<file path="src/rtl/sccb_pkg.sv">
// Shared SCCB target types: FSM state encoding, default device ID, bits per phase.
package sccb_pkg;
  localparam int STATE_W = 4;

  typedef enum logic [STATE_W-1:0] {
    ST_IDLE      = 4'd0,
    ST_ID        = 4'd1,
    ST_ID_X      = 4'd2,
    ST_SUB       = 4'd3,
    ST_SUB_X     = 4'd4,
    ST_WDAT      = 4'd5,
    ST_WDAT_X    = 4'd6,
    ST_RDAT      = 4'd7,
    ST_RD_NA     = 4'd8,
    ST_WAIT_STOP = 4'd9
  } state_t;

  localparam logic [7:0] ID_W_DEFAULT   = 8'h60;
  localparam logic [3:0] BITS_PER_PHASE = 4'd9;
endpackage

</file>
<file path="src/rtl/sccb_line_sync.sv">
// Synchronises sio_c/sio_d and emits one-clk scl_r, scl_f, start, stop pulses.
// Latency SYNC_STAGES+1 clk from pin change to pulse; no backpressure.
module sccb_line_sync #(
  parameter int SYNC_STAGES = 2
) (
  input  logic clk,
  input  logic rst,
  input  logic sio_c,
  input  logic sio_d_i,
  output logic sda,
  output logic scl_r,
  output logic scl_f,
  output logic start,
  output logic stop
);
  logic [SYNC_STAGES-1:0] c_sync;
  logic [SYNC_STAGES-1:0] d_sync;
  logic c_now, d_now, c_prev, d_prev;

  assign c_now = c_sync[SYNC_STAGES-1];
  assign d_now = d_sync[SYNC_STAGES-1];
  // d_prev lines up with the registered pulses, so it is the bit value seen at scl_r
  assign sda = d_prev;

  always_ff @(posedge clk) begin
    if (!rst) begin
      c_sync <= '1;
      d_sync <= '1;
      c_prev <= 1'b1;
      d_prev <= 1'b1;
      scl_r  <= 1'b0;
      scl_f  <= 1'b0;
      start  <= 1'b0;
      stop   <= 1'b0;
    end else begin
      c_sync <= {c_sync[SYNC_STAGES-2:0], sio_c};
      d_sync <= {d_sync[SYNC_STAGES-2:0], sio_d_i};
      c_prev <= c_now;
      d_prev <= d_now;
      scl_r  <= c_now & ~c_prev;
      scl_f  <= ~c_now & c_prev;
      start  <= c_now & c_prev & d_prev & ~d_now;
      stop   <= c_now & c_prev & ~d_prev & d_now;
    end
  end
endmodule

</file>
<file path="src/rtl/ov2640_sccb_target.sv">
// SCCB target with a 256x8 register file; bits sampled on SCL rise, sio_d_oe moves on SCL fall.
// No backpressure. Define SCCB_TARGET_ACK_EN to drive I2C-style ACKs on the 9th bits.
module ov2640_sccb_target
  import sccb_pkg::*;
#(
  parameter logic [7:0] DEV_ID      = ID_W_DEFAULT,
  parameter int         SYNC_STAGES = 2
) (
  input  logic       clk,
  input  logic       rst,
  input  logic       sio_c,
  input  logic       sio_d_i,
  output logic       sio_d_oe,
  output logic       wr_stb,
  output logic [7:0] wr_addr,
  output logic [7:0] wr_data,
  input  logic [7:0] cfg_addr,
  output logic [7:0] cfg_data,
  output logic       busy,
  output logic       id_err
);
`ifdef SCCB_TARGET_ACK_EN
  localparam logic ACK_EN = 1'b1;
`else
  localparam logic ACK_EN = 1'b0;
`endif

  logic       sda, scl_r, scl_f, start, stop;
  state_t     state;
  logic [3:0] cnt;
  logic [7:0] sh;
  logic [7:0] ptr;
  logic       rd;
  logic [7:0] byte_nxt;
  logic [7:0] regfile [256];

  sccb_line_sync #(.SYNC_STAGES(SYNC_STAGES)) u_sync (
    .clk     (clk),
    .rst     (rst),
    .sio_c   (sio_c),
    .sio_d_i (sio_d_i),
    .sda     (sda),
    .scl_r   (scl_r),
    .scl_f   (scl_f),
    .start   (start),
    .stop    (stop)
  );

  assign byte_nxt = {sh[6:0], sda};
  assign cfg_data = regfile[cfg_addr];

  always_ff @(posedge clk) begin
    if (!rst) begin
      state    <= ST_IDLE;
      cnt      <= 4'd0;
      sh       <= 8'h00;
      ptr      <= 8'h00;
      rd       <= 1'b0;
      sio_d_oe <= 1'b0;
      wr_stb   <= 1'b0;
      wr_addr  <= 8'h00;
      wr_data  <= 8'h00;
      busy     <= 1'b0;
      id_err   <= 1'b0;
      for (int i = 0; i < 256; i++) regfile[i] <= 8'h00;
    end else begin
      wr_stb <= 1'b0;
      if (stop) begin
        state    <= ST_IDLE;
        sio_d_oe <= 1'b0;
        busy     <= 1'b0;
      end else if (start) begin
        state    <= ST_ID;
        cnt      <= 4'd0;
        sio_d_oe <= 1'b0;
        busy     <= 1'b1;
      end else if (scl_r) begin
        case (state)
          ST_ID, ST_SUB, ST_WDAT: begin
            sh  <= byte_nxt;
            cnt <= cnt + 4'd1;
            if (cnt == 4'd7) begin
              if (state == ST_ID) begin
                if (byte_nxt[7:1] == DEV_ID[7:1]) begin
                  rd    <= byte_nxt[0];
                  state <= ST_ID_X;
                end else begin
                  id_err <= 1'b1;
                  state  <= ST_WAIT_STOP;
                end
              end else if (state == ST_SUB) begin
                ptr   <= byte_nxt;
                state <= ST_SUB_X;
              end else begin
                regfile[ptr] <= byte_nxt;
                wr_stb       <= 1'b1;
                wr_addr      <= ptr;
                wr_data      <= byte_nxt;
                state        <= ST_WDAT_X;
              end
            end
          end
          ST_ID_X, ST_SUB_X, ST_WDAT_X: cnt <= cnt + 4'd1;
          ST_RDAT: begin
            cnt <= cnt + 4'd1;
            if (cnt == 4'd7) state <= ST_RD_NA;
          end
          ST_RD_NA: state <= ST_WAIT_STOP;
          default: ;
        endcase
      end else if (scl_f) begin
        case (state)
          ST_ID_X, ST_SUB_X, ST_WDAT_X: begin
            // First fall after bit 8 opens the ACK slot; the fall after bit 9 leaves it
            if (cnt == BITS_PER_PHASE) begin
              cnt      <= 4'd0;
              sio_d_oe <= 1'b0;
              if (state == ST_ID_X && rd) begin
                state    <= ST_RDAT;
                sh       <= regfile[ptr];
                sio_d_oe <= ~regfile[ptr][7];
              end else if (state == ST_ID_X) begin
                state <= ST_SUB;
              end else if (state == ST_SUB_X) begin
                state <= ST_WDAT;
              end else begin
                state <= ST_WAIT_STOP;
              end
            end else begin
              sio_d_oe <= ACK_EN;
            end
          end
          ST_RDAT: begin
            sio_d_oe <= ~sh[6];
            sh       <= {sh[6:0], 1'b0};
          end
          default: sio_d_oe <= 1'b0;
        endcase
      end
    end
  end
endmodule
</file>
<file path="config.mk">
export PLATFORM = sky130hd
export DESIGN_NAME = ov2640_sccb_target
export DESIGN_NICKNAME = d
export VERILOG_FILES = /design/src/rtl/sccb_pkg.sv /design/src/rtl/sccb_line_sync.sv /design/src/rtl/ov2640_sccb_target.sv
export SDC_FILE = /design/constraint.sdc
export NUM_CORES = 2
export LEC_CHECK = 0
export BUFFER_PORTS_ARGS = -buffer_cell sky130_fd_sc_hd__buf_2
export CAP_MARGIN = 20
export CORE_MARGIN = 2
export CORE_UTILIZATION = 30
export DETAILED_ROUTE_END_ITERATION = 10
export HOLD_SLACK_MARGIN = 0.03
export PLACE_DENSITY = 0.54
export SETUP_SLACK_MARGIN = 0.2
export SLEW_MARGIN = 20
export SYNTH_ARGS = -nofsm -noshare
export SYNTH_HDL_FRONTEND = slang
export SYNTH_SLANG_ARGS = --single-unit
</file>
<file path="constraint.sdc">
create_clock -name clk -period 11.6 [get_ports clk]
set_input_delay 3.48 -clock clk [delete_from_list [all_inputs] [get_ports clk]]
set_output_delay 3.48 -clock clk [all_outputs]
set_load 0.01 [all_outputs]
</file>
==> results_dict.tcl <==
set metrics [dict create \
    cpMaxStageDelayCell "mux4_2" \
    avgSynthCellArea_sq_um 14.94 \
    syn_nets 7691 \
    clkSinkCount 2110 \
    synth.area.top_cells "edfxtp_1 54%, mux4_2 24%, and3_1 9.3%" \
    io-pin-count 40 \
    fin_crit_ns 10.80 \
    comb_power_share 0.074 \
    finalMaxSlewViolations 0 \
    critPathRequiredTime_ns 8.12 \
    grt_start_max_net_pins 227 \
    totalWireLength_um 410000 \
    cts_resized 0 \
    tns_ns 0 \
    synth-edff-count 2048 \
    start_util 0.3007 \
    final_common_cell "edfxtp_1" \
    rr_endpoint "sh[2]" \
    rrSetupSlack_ns 5.93 \
    tightest_slew_ns 1.125 \
    yosys.area.top_type_share 0.5362 \
    cts.clk_slew.worst_paths_ns 0.06 \
    irDropWorstVdd_uv 145.3 \
    crit_path_max_fanout 28 \
    synth.distinct_cells 73 \
    crit_family "multiplexers" \
    dpl_cell_area_sq_um 119600 \
    max_freq_mhz 92.59 \
    netlist_instances 7677 \
    path_depth 11 \
    startpoint_type "input port" \
    fin_worst_skew_ns 0.07838 \
    clockBufferDepth 4 \
    grt_first_pass_wirelength_um 576600 \
    cp.arrival_ns 7.32 \
    drive_above_1_share 0.2625 \
    min_from "u_sync.c_sync[0]" \
    async_flop_share 0 \
    hold_viol 0 \
    die-area_sq_um 387300 \
    drtAntennaViolNets 0 \
    critPathMostFrequentCell "mux4_2" \
    via_per_inst 5.972 \
    grt_pass1_vias 73022 \
    cts_hold_buffers 0 \
    cts_setup_buffers 0 \
    yosys_register_bits 2110 \
    die_w_um 622.3 \
    post-route-cell-area_sq_um 127000 \
    grt.overflow.total 0 \
    ys_seq_area_frac 0.5470 \
    yosysWarningCount 0 \
    layout_common_cells "2048 x edfxtp_1, 1705 x and3_1, 1206 x mux4_2" \
    root_buffer "clkbuf_16" \
    maxCapViolCount 0 \
    p_switching_mw 4.194 \
    port_buffers 39 \
    vias 74224 \
    die_h_um 622.3 \
    cpPeakStageDelay_ns 0.53 \
    reg2reg_depth 8 \
    timing.final.crit_share 0.9311 \
    core_sq_um 381400 \
    seqPwrFrac 0.505 \
    cts_buffers 236 \
    clk_latency_ns 0.95 \
    hold_path.class "flip-flop to flip-flop" \
    hold_depth 1 \
    drc 0 \
    firstDrtPassIters 8 \
    fin_nets 7205 \
    setup_viol 0 \
    wl_per_cell_um 32.99 \
    slew-limit-headroom 0.2282 \
    hpwlAfterDp_um 258900 \
    grt_antenna_before_repair 28 \
    endpoint_kind "output pin" \
    synth_top_area_cell "edfxtp_1" \
    worstSetupPathType "input port to output pin" \
    p_leak_nw 46.96 \
    track_usage 0.2057 \
    row_count 227 \
    min_to "u_sync.c_sync[1]" \
    critPathBufInv 6 \
    detail_route.iter0.violations 9838 \
    synth_flop_cell "edfxtp_1" \
    gp_congestion 0.8663 \
    path_cells "buf_8 > buf_12 > buf_12 > buf_4 > mux4_2 > mux4_2 > mux4_2 > a22oi_1 > buf_4 > nand2_1 > buf_2" \
    netlist_area_sq_um 114700 \
    p_per_area_nw_per_um2 138.0 \
    p_sw_frac 0.2392 \
    h-tree-depth 4 \
    p_int_mw 13.34 \
    syn2layout_area_growth_pct 10.75 \
    fillers 36322 \
    cts_tree "done" \
    pwr-share-clk 0.421 \
    rsz0062_at_grt "false" \
    outcome "finished clean" \
]
[metrics by stage]
stage / power, mW / utilization / cells / hold slack (ns) / setup slack [ns]
detailed placement: 10.29 / 0.3136 / 11990 / 0.4015 / 0.7931
global placement: 10.27 / 0.3136 / 11990 / 0.4007 / 0.7173
global route: 17.93 / 0.3329 / 12415 / 0.4301 / 0.7112
floorplan: 9.697 / - / 7677 / 0.3863 / 2.218
CTS: 17.58 / 0.3328 / 12413 / 0.4112 / 0.7680
finish: 17.53 / 0.3330 / 12428 / 0.4052 / 0.7997
[Yosys cell counts, types with 17 or more instances]
| cell type | count |
|---|---|
| clkbuf_2 | 23 |
| a22oi_1 | 49 |
| mux4_2 | 1206 |
| a21oi_1 | 49 |
| clkbuf_1 | 749 |
| nand2_1 | 502 |
| a211oi_1 | 24 |
| edfxtp_1 | 2048 |
| mux2_2 | 23 |
| nor3_1 | 17 |
| nor2b_1 | 59 |
| nand3_1 | 21 |
| and3_1 | 1705 |
| o22ai_1 | 20 |
| nor2_4 | 37 |
| and2_1 | 357 |
| buf_1 | 49 |
| nor2_1 | 69 |
| o21ai_0 | 68 |
| buf_2 | 148 |
| mux2i_1 | 159 |
| buf_4 | 42 |
| nand2b_1 | 22 |
| dfxtp_1 | 62 |
[layout make-up]
cell class                      count  area (sq um)  area share
Antenna cell                       14         35.03   0.0002758
Multi-Input combinational cell   4538         47810      0.3764
Sequential cell                  2110         62790      0.4943
Timing Repair Buffer              296          2723     0.02143
Clock buffer                      287          6161     0.04850
Clock inverter                    136          1164    0.009161
Tap cell                         5038          6304     0.04963
Inverter                            9         38.79   0.0003054
[worst reg2reg max path: stages (launching register included)]
cell	delay, ns
dfxtp_4	0.91
buf_4	0.70
buf_4	0.65
mux4_2	0.68
mux4_2	0.49
a22o_1	0.32
a211oi_1	0.96
o21ai_0	0.55
o211a_1	0.35
[power groups by stage]
stage	combinational, mW	clock [mW]	sequential, mW
finish	1.29	7.39	8.85
global route	1.32	7.73	8.88
CTS	1.29	7.45	8.84
detailed placement	1.28	0	9.00
global placement	1.28	0	8.98
floorplan	0.792	0	8.90
[kinds of logic (layout without fill, tap and decap cells)]
group                    Yosys count  after routing  share of synthesized area
flip-flops                      2110           2110                     0.5470
other                              0             14                          0
multiplexers                    1388           1388                     0.2530
adder cells (fa/ha/maj)            2              2                  0.0002181
XOR/XNOR                           3              3                  0.0002291
AND/OR/NAND/NOR                 2832           2832                     0.1436
buffers and inverters           1029            728                    0.03751
AO/OA/AOI/OAI                    313            313                    0.01847
[how the worst max path moves through the flow]
stage,start,endpoint,slack [ns]
finish,cfg_addr[0],cfg_data[3],0.80
global route,cfg_addr[0],cfg_data[6],0.71
global placement,cfg_addr[0],cfg_data[3],0.72
CTS,cfg_addr[0],cfg_data[3],0.77
detailed placement,cfg_addr[0],cfg_data[3],0.79
floorplan,cfg_addr[0],cfg_data[0],2.22
[registers in the layout, summed over array words and instances, names as in the netlist, 2 cells and up, named ones only]
register	flops
u_sync.d_sync	2
wr_data	8
regfile	2048
u_sync.c_sync	2
ptr	8
wr_addr	8
state	4
cnt	4
sh	7
[metal layers]
metal	GRT usage	routed length, um
met5	0	60
met4	0.07788	17050
met1	0.2760	160500
met3	0.03810	38040
met2	0.3313	194300
No activity file was read; power rests on OpenSTA's default activity.
